$ cat src/rtl/sha256_sched_pkg.sv
// sha256_sched_pkg
//   Definitions shared by the SHA-256 job scheduler and its arbiter.
//   - sched_state_t     : scheduler state encoding
//   - ADDR_W            : width of one message / output word address
//   - WAIT_BUSY_TIMEOUT : cycles to wait for the core to leave idle before
//                         the start pulse is repeated
package sha256_sched_pkg;

    localparam int ADDR_W            = 16;
    localparam int WAIT_BUSY_TIMEOUT = 4;

    typedef enum logic [2:0] {
        ST_IDLE      = 3'd0,
        ST_ISSUE     = 3'd1,
        ST_WAIT_BUSY = 3'd2,
        ST_WAIT_DONE = 3'd3,
        ST_ACK       = 3'd4
    } sched_state_t;

endpackage

$ cat src/rtl/rr_arbiter.sv
// rr_arbiter
//   Combinational round-robin arbiter. The search for an eligible requester
//   (req high and mask low) starts at ptr and wraps from NUM_REQ-1 to 0.
//   Ports:
//     req       in   NUM_REQ          request vector
//     mask      in   NUM_REQ          requesters excluded from this search
//     ptr       in   $clog2(NUM_REQ)  first index to consider
//     gnt_valid out  1                an eligible requester was found
//     gnt_idx   out  $clog2(NUM_REQ)  index of the winning requester
module rr_arbiter
    import sha256_sched_pkg::*;
#(
    parameter int NUM_REQ = 4
) (
    input  logic [NUM_REQ-1:0]         req,
    input  logic [NUM_REQ-1:0]         mask,
    input  logic [$clog2(NUM_REQ)-1:0] ptr,
    output logic                       gnt_valid,
    output logic [$clog2(NUM_REQ)-1:0] gnt_idx
);

    localparam int IDX_W = $clog2(NUM_REQ);

    logic [NUM_REQ-1:0] elig;
    logic [IDX_W-1:0]   cand_idx;
    int                 cand;

    assign elig = req & ~mask;

    // Scan from the farthest candidate back towards ptr so that the last
    // hit, which overrides earlier ones, is the one nearest to ptr.
    always_comb begin
        gnt_valid = 1'b0;
        gnt_idx   = '0;
        cand      = 0;
        cand_idx  = '0;
        for (int k = NUM_REQ - 1; k >= 0; k--) begin
            cand = int'(ptr) + k;
            if (cand >= NUM_REQ) begin
                cand = cand - NUM_REQ;
            end
            cand_idx = IDX_W'(cand);
            if (elig[cand_idx]) begin
                gnt_valid = 1'b1;
                gnt_idx   = cand_idx;
            end
        end
    end

endmodule

$ cat src/rtl/sha256_job_scheduler.sv
// sha256_job_scheduler
//   Shares one SHA-256 core between NUM_REQ requesters. A requester raises
//   req with its message/output addresses; the scheduler picks one by
//   round-robin, pulses core_start with the latched addresses, waits for
//   the core to go busy and come back idle, and then pulses that
//   requester's ack. If the core does not react to a start within
//   WAIT_BUSY_TIMEOUT cycles the start is repeated.
//   Ports:
//     clk               in   1                 clock (also the core clock)
//     reset             in   1                 async active-high reset
//     req               in   NUM_REQ           level request per requester
//     req_msg_addr      in   NUM_REQ*16        packed message addresses
//     req_out_addr      in   NUM_REQ*16        packed hash output addresses
//     ack               out  NUM_REQ           one-cycle completion pulse
//     busy              out  1                 a job is in progress
//     grant_id          out  $clog2(NUM_REQ)   current / last granted index
//     job_cycles        out  CNT_W             duration of the last job
//     core_start        out  1                 start pulse to the core
//     core_message_addr out  16                message address to the core
//     core_output_addr  out  16                output address to the core
//     core_done         in   1                 core idle (1) / computing (0)
module sha256_job_scheduler
    import sha256_sched_pkg::*;
#(
    parameter int NUM_REQ = 4,
    parameter int CNT_W   = 16
) (
    input  logic                       clk,
    input  logic                       reset,
    input  logic [NUM_REQ-1:0]         req,
    input  logic [NUM_REQ*ADDR_W-1:0]  req_msg_addr,
    input  logic [NUM_REQ*ADDR_W-1:0]  req_out_addr,
    output logic [NUM_REQ-1:0]         ack,
    output logic                       busy,
    output logic [$clog2(NUM_REQ)-1:0] grant_id,
    output logic [CNT_W-1:0]           job_cycles,
    output logic                       core_start,
    output logic [ADDR_W-1:0]          core_message_addr,
    output logic [ADDR_W-1:0]          core_output_addr,
    input  logic                       core_done
);

    localparam int IDX_W = $clog2(NUM_REQ);
    localparam int WB_W  = $clog2(WAIT_BUSY_TIMEOUT);
    localparam logic [WB_W-1:0] WB_LAST = WB_W'(WAIT_BUSY_TIMEOUT - 1);

    sched_state_t       state;
    logic [IDX_W-1:0]   ptr;
    logic [NUM_REQ-1:0] mask;
    logic [CNT_W-1:0]   cyc_cnt;
    logic [WB_W-1:0]    wb_cnt;
    logic               gnt_valid;
    logic [IDX_W-1:0]   gnt_idx;

    // Job cycle counter sticks at all-ones instead of wrapping.
    function automatic logic [CNT_W-1:0] sat_inc(input logic [CNT_W-1:0] v);
        return (&v) ? v : v + CNT_W'(1);
    endfunction

    function automatic logic [IDX_W-1:0] next_ptr(input logic [IDX_W-1:0] g);
        return (g == IDX_W'(NUM_REQ - 1)) ? '0 : g + IDX_W'(1);
    endfunction

    function automatic logic [NUM_REQ-1:0] one_hot(input logic [IDX_W-1:0] i);
        return NUM_REQ'(1) << i;
    endfunction

    rr_arbiter #(
        .NUM_REQ (NUM_REQ)
    ) u_arb (
        .req       (req),
        .mask      (mask),
        .ptr       (ptr),
        .gnt_valid (gnt_valid),
        .gnt_idx   (gnt_idx)
    );

    always_ff @(posedge clk or posedge reset) begin
        if (reset) begin
            state             <= ST_IDLE;
            ptr               <= '0;
            mask              <= '0;
            cyc_cnt           <= '0;
            wb_cnt            <= '0;
            ack               <= '0;
            busy              <= 1'b0;
            grant_id          <= '0;
            job_cycles        <= '0;
            core_start        <= 1'b0;
            core_message_addr <= '0;
            core_output_addr  <= '0;
        end else begin
            case (state)
                ST_IDLE: begin
                    // The mask only covers the first IDLE cycle after an ack.
                    mask <= '0;
                    if (gnt_valid && core_done) begin
                        state             <= ST_ISSUE;
                        grant_id          <= gnt_idx;
                        ptr               <= next_ptr(gnt_idx);
                        core_message_addr <= req_msg_addr[ADDR_W*int'(gnt_idx) +: ADDR_W];
                        core_output_addr  <= req_out_addr[ADDR_W*int'(gnt_idx) +: ADDR_W];
                        core_start        <= 1'b1;
                        busy              <= 1'b1;
                        cyc_cnt           <= '0;
                    end
                end

                ST_ISSUE: begin
                    core_start <= 1'b0;
                    wb_cnt     <= '0;
                    cyc_cnt    <= sat_inc(cyc_cnt);
                    state      <= ST_WAIT_BUSY;
                end

                ST_WAIT_BUSY: begin
                    cyc_cnt <= sat_inc(cyc_cnt);
                    if (!core_done) begin
                        state <= ST_WAIT_DONE;
                    end else if (wb_cnt == WB_LAST) begin
                        // Core never left idle: assume the start was lost.
                        state      <= ST_ISSUE;
                        core_start <= 1'b1;
                        cyc_cnt    <= '0;
                    end else begin
                        wb_cnt <= wb_cnt + WB_W'(1);
                    end
                end

                ST_WAIT_DONE: begin
                    cyc_cnt <= sat_inc(cyc_cnt);
                    if (core_done) begin
                        // job_cycles is the counter value seen in the ACK cycle.
                        state      <= ST_ACK;
                        ack        <= one_hot(grant_id);
                        job_cycles <= sat_inc(cyc_cnt);
                    end
                end

                ST_ACK: begin
                    ack   <= '0;
                    busy  <= 1'b0;
                    mask  <= one_hot(grant_id);
                    state <= ST_IDLE;
                end

                default: begin
                    state <= ST_IDLE;
                end
            endcase
        end
    end

endmodule

$ cat config.mk
export PLATFORM = sky130hd
export DESIGN_NAME = sha256_job_scheduler
export DESIGN_NICKNAME = d
export VERILOG_FILES = /design/src/rtl/sha256_sched_pkg.sv /design/src/rtl/rr_arbiter.sv /design/src/rtl/sha256_job_scheduler.sv
export SDC_FILE = /design/constraint.sdc
export NUM_CORES = 1
export LEC_CHECK = 0
export ABC_AREA = 1
export CAP_MARGIN = 5
export CORE_ASPECT_RATIO = 1.75
export CORE_MARGIN = 5
export CORE_UTILIZATION = 45
export DETAILED_ROUTE_END_ITERATION = 10
export GPL_TIMING_DRIVEN = 0
export PLACE_DENSITY_LB_ADDON = 0.1
export SETUP_SLACK_MARGIN = 0.05
export SLEW_MARGIN = 0
export SYNTH_ARGS = -nofsm -noshare
export SYNTH_HDL_FRONTEND = slang
export SYNTH_SLANG_ARGS = --single-unit
$ cat constraint.sdc
create_clock -name clk -period 9.75 [get_ports clk]
set_clock_uncertainty 0.15 [all_clocks]
set_input_delay 2.925 -clock clk [delete_from_list [all_inputs] [get_ports clk]]
set_output_delay 2.925 -clock clk [all_outputs]
set_load 0.03 [all_outputs]
==> results.py <==
metrics = {
    "status": {
        "status": "complete, no violations",
    },
    "critical_path": {
        "crit_arrival_ns": 4.93,
        "crit_fanout": 10,
        "cp_common_cell": "nand2_1",
        "crit_path_cell_trace": "clkdlybuf4s50_1, nand3_1, nand2_1, nor2_1, nand2_1, nand2_1, nand2_1, nand2_1, clkinv_1, o22ai_1",
        "ff2ff_setup_slack_ns": 7.43,
        "crit_path_start_kind": "input pin",
        "critPathTopFamily": "simple AND/OR/NAND/NOR gates",
        "cpMaxStageDelayCell": "clkdlybuf4s50_1",
        "r2r_start": "ptr[0]$_DFFE_PP0P_",
        "timing_worst_setup_path_type": "input pin to flip-flop",
        "reg2reg_to": "cyc_cnt[10]$_DFFE_PP0P_",
        "required_ns": 9.85,
        "critPathCaptureType": "flip-flop",
        "cpPeakStageDelay_ns": 0.43,
        "r2r_cells": 10,
        "cp_num_buf_inv": 2,
    },
    "die": {
        "dieHeight_microns": 155,
        "rows": 53,
        "die_w_microns": 92.7,
        "die_area_sq_um": 14300,
        "core-area_sq_um": 11900,
        "start_util_pct": 45.4,
        "pin_count": 191,
    },
    "logic_synthesis": {
        "syn_area_per_cell_sq_um": 6.51,
        "synth_seq_area_share_pct": 38.6,
        "yosys_register_bits": 83,
        "ys_warn_count": 0,
        "syn_nets": 964,
        "ys_types": 27,
        "syn-instance-count": 827,
        "netlist_area_sq_um": 5390,
    },
    "grt": {
        "track_usage_pct": 24.4,
        "grt_pass1_wl_microns": 27500,
        "grt_max_degree": 58,
        "overflow": 0,
        "antenna_found_initial": 0,
        "grt_pass1_vias": 5728,
    },
    "timing": {
        "hold_viol": 0,
        "period_share_pct": 49.5,
        "setup_tns_ns": 0,
        "timing.fmax_ghz": 0.207,
        "rsz0062_at_grt": "false",
        "setup_slack_ns": 4.93,
        "min_period_ns": 4.82,
        "slew_headroom_pct": 61.2,
        "setup_viol": 0,
        "drv_slew": 0,
        "holdWs_ns": 0.328,
        "worst-slew-pin-transition_ns": 0.576,
    },
    "min_path": {
        "worstHoldPathCells": 2,
        "hold_path.class": "flip-flop to flip-flop",
        "holdPathEnd": "core_message_addr[8]$_DFFE_PP0P_",
        "hp-start": "core_message_addr[8]$_DFFE_PP0P_",
    },
    "cells_and_area": {
        "final_core_util_pct": 65.9,
        "area_growth_pct": 45.2,
        "layoutNonFillerInstCount": 1171,
        "nets": 1166,
        "drive_gt1_share_pct": 4.93,
        "num_antenna_cells": 0,
        "fin_area_sq_um": 7820,
        "n_fill_cell": 1076,
    },
    "detailed_routing": {
        "via_per_inst": 4.90,
        "drtPass1Iterations": 5,
        "routed_wirelength_microns": 16900,
        "ant_nets": 0,
        "vias": 5737,
        "drt_iter0_drc": 191,
        "route.detailed.drc": 0,
        "avgRoutedWirePerCell_microns": 14.4,
    },
    "placement": {
        "dp_slack_ns": 4.60,
        "io_buffer_count": 190,
        "dp.cells": 1155,
        "place_area_sq_um": 7490,
        "dp_hpwl_microns": 13600,
        "gp_congestion": 0.975,
    },
    "power": {
        "p_int_mw": 1.34,
        "p_switching_mw": 1.26,
        "power_mw": 2.60,
        "clkPwrFrac_pct": 14.8,
        "swShare_pct": 48.4,
        "pwr-share-seq_pct": 20.8,
        "leakage_nw": 4.17,
        "ir_drop_uv": 195,
        "p_per_area_nw_per_um2": 333,
        "comb_power_share_pct": 64.4,
    },
    "clock_network": {
        "post-cts-setup-buffers": 0,
        "cts.sinks": 83,
        "cts_hold_buf": 0,
        "clk_latency_ns": 0.34,
        "clockBufferDepth": 2,
        "cts_tree": "done",
        "clkTransAtPathRegs_ns": 0.07,
        "numCtsBuffers": 9,
        "clockRootBuffer": "clkbuf_16",
        "htree_num_levels": 3,
        "cts_resized": 0,
    },
    "run": {
        "cap_violations": 0,
    },
}
[layout by cell type, fill, tap and decap left out, drive strengths merged, types with 2 or more instances in the layout]
master	instances
o21ai	29
clkbuf	19
a21oi	4
inv	170
dfrtp	83
nand3	149
clkinv	3
nor2	23
o22ai	11
bufinv	2
ha	2
nand2	283
buf	31
xor2	10
nor3	6
clkdlybuf4s50	190
nand4	6
nand3b	2
a22o	4
[worst max path at each step]
stage / startpoint / endpoint / slack [ns] / cells after the start
after global routing: req[2] / core_message_addr[10]$_DFFE_PP0P_ / 4.75 / 11
after detailed placement: req[2] / core_message_addr[10]$_DFFE_PP0P_ / 4.60 / 11
final: req[2] / cyc_cnt[10]$_DFFE_PP0P_ / 4.93 / 10
after floorplan: reset / ack[0]$_DFFE_PP0P_ / 4.54 / 1
after global placement: reset / core_message_addr[5]$_DFFE_PP0P_ / 3.12 / 2
after CTS: req[2] / cyc_cnt[10]$_DFFE_PP0P_ / 4.92 / 10
[cell type report]
| class | count | area, sq um | share of cell area (%) |
|---|---|---|---|
| inverter | 169 | 637 | 8.15 |
| tap | 137 | 171 | 2.19 |
| buffer | 40 | 260 | 3.33 |
| sequential | 83 | 2080 | 26.6 |
| clock buffer | 9 | 225 | 2.88 |
| multi-input combinational | 535 | 2410 | 30.9 |
| clock inverter | 7 | 105 | 1.34 |
| timing repair buffer | 191 | 1930 | 24.7 |
[Yosys cell counts (all sizes together)]
master | number | area [sq um]
ha | 2 | 25.0
o22ai | 11 | 68.8
nand3b | 2 | 15.0
clkinv | 3 | 11.3
nand2 | 283 | 1060
o21ai | 29 | 145
dfrtp | 83 | 2080
nand4 | 6 | 37.5
a21oi | 4 | 20.0
xor2 | 10 | 87.6
buf | 30 | 221
o211ai | 1 | 7.51
nor3 | 6 | 30.0
inv | 166 | 623
nand3 | 149 | 746
o21a | 1 | 7.51
nor2 | 23 | 88.8
a22o | 4 | 35.0
nor4 | 1 | 12.5
a2bb2oi | 1 | 8.76
xnor2 | 1 | 8.76
clkbuf | 10 | 38.8
o31ai | 1 | 7.51
[cells by family after synthesis]
logic type | count (synthesis) | share of synthesized area, %
fa+ha+maj | 2 | 0.465
buf+inv | 209 | 16.6
compound gates | 52 | 5.58
flops | 83 | 38.6
simple gates | 470 | 37.0
xor+xnor | 11 | 1.79
[tightest hold or removal path: stages, from the launching register on]
cell and delay, ns:
dfrtp_1 0.34, nand2_1 0.05, nand2_1 0.06
[metal layers]
layer	up-vias	share of wire, %	global-route usage (%)
met4	0	5.7	13.2
li1	2937	-	-
met2	192	53	45.2
met3	49	7.7	7.98
met1	2559	34	23.2
met5	-	0	0
[sequential cells by signal (all words and copies together) (netlist names)]
name and count:
ack 4, cyc_cnt 16, core_message_addr 16, core_start 1
grant_id 2, wb_cnt 2, ptr 2, state 3
busy 1, mask 4, job_cycles 16, core_output_addr 16
[power groups by stage]
stage | registers [mW] | clock network (mW) | logic [mW]
detailed placement | 0.546 | 0 | 1.68
floorplan | 0.726 | 0 | 0.963
finish | 0.542 | 0.384 | 1.67
global route | 0.559 | 0.406 | 1.88
CTS | 0.542 | 0.388 | 1.69
global placement | 0.544 | 0 | 1.68
(Power assumes the default switching activity.)
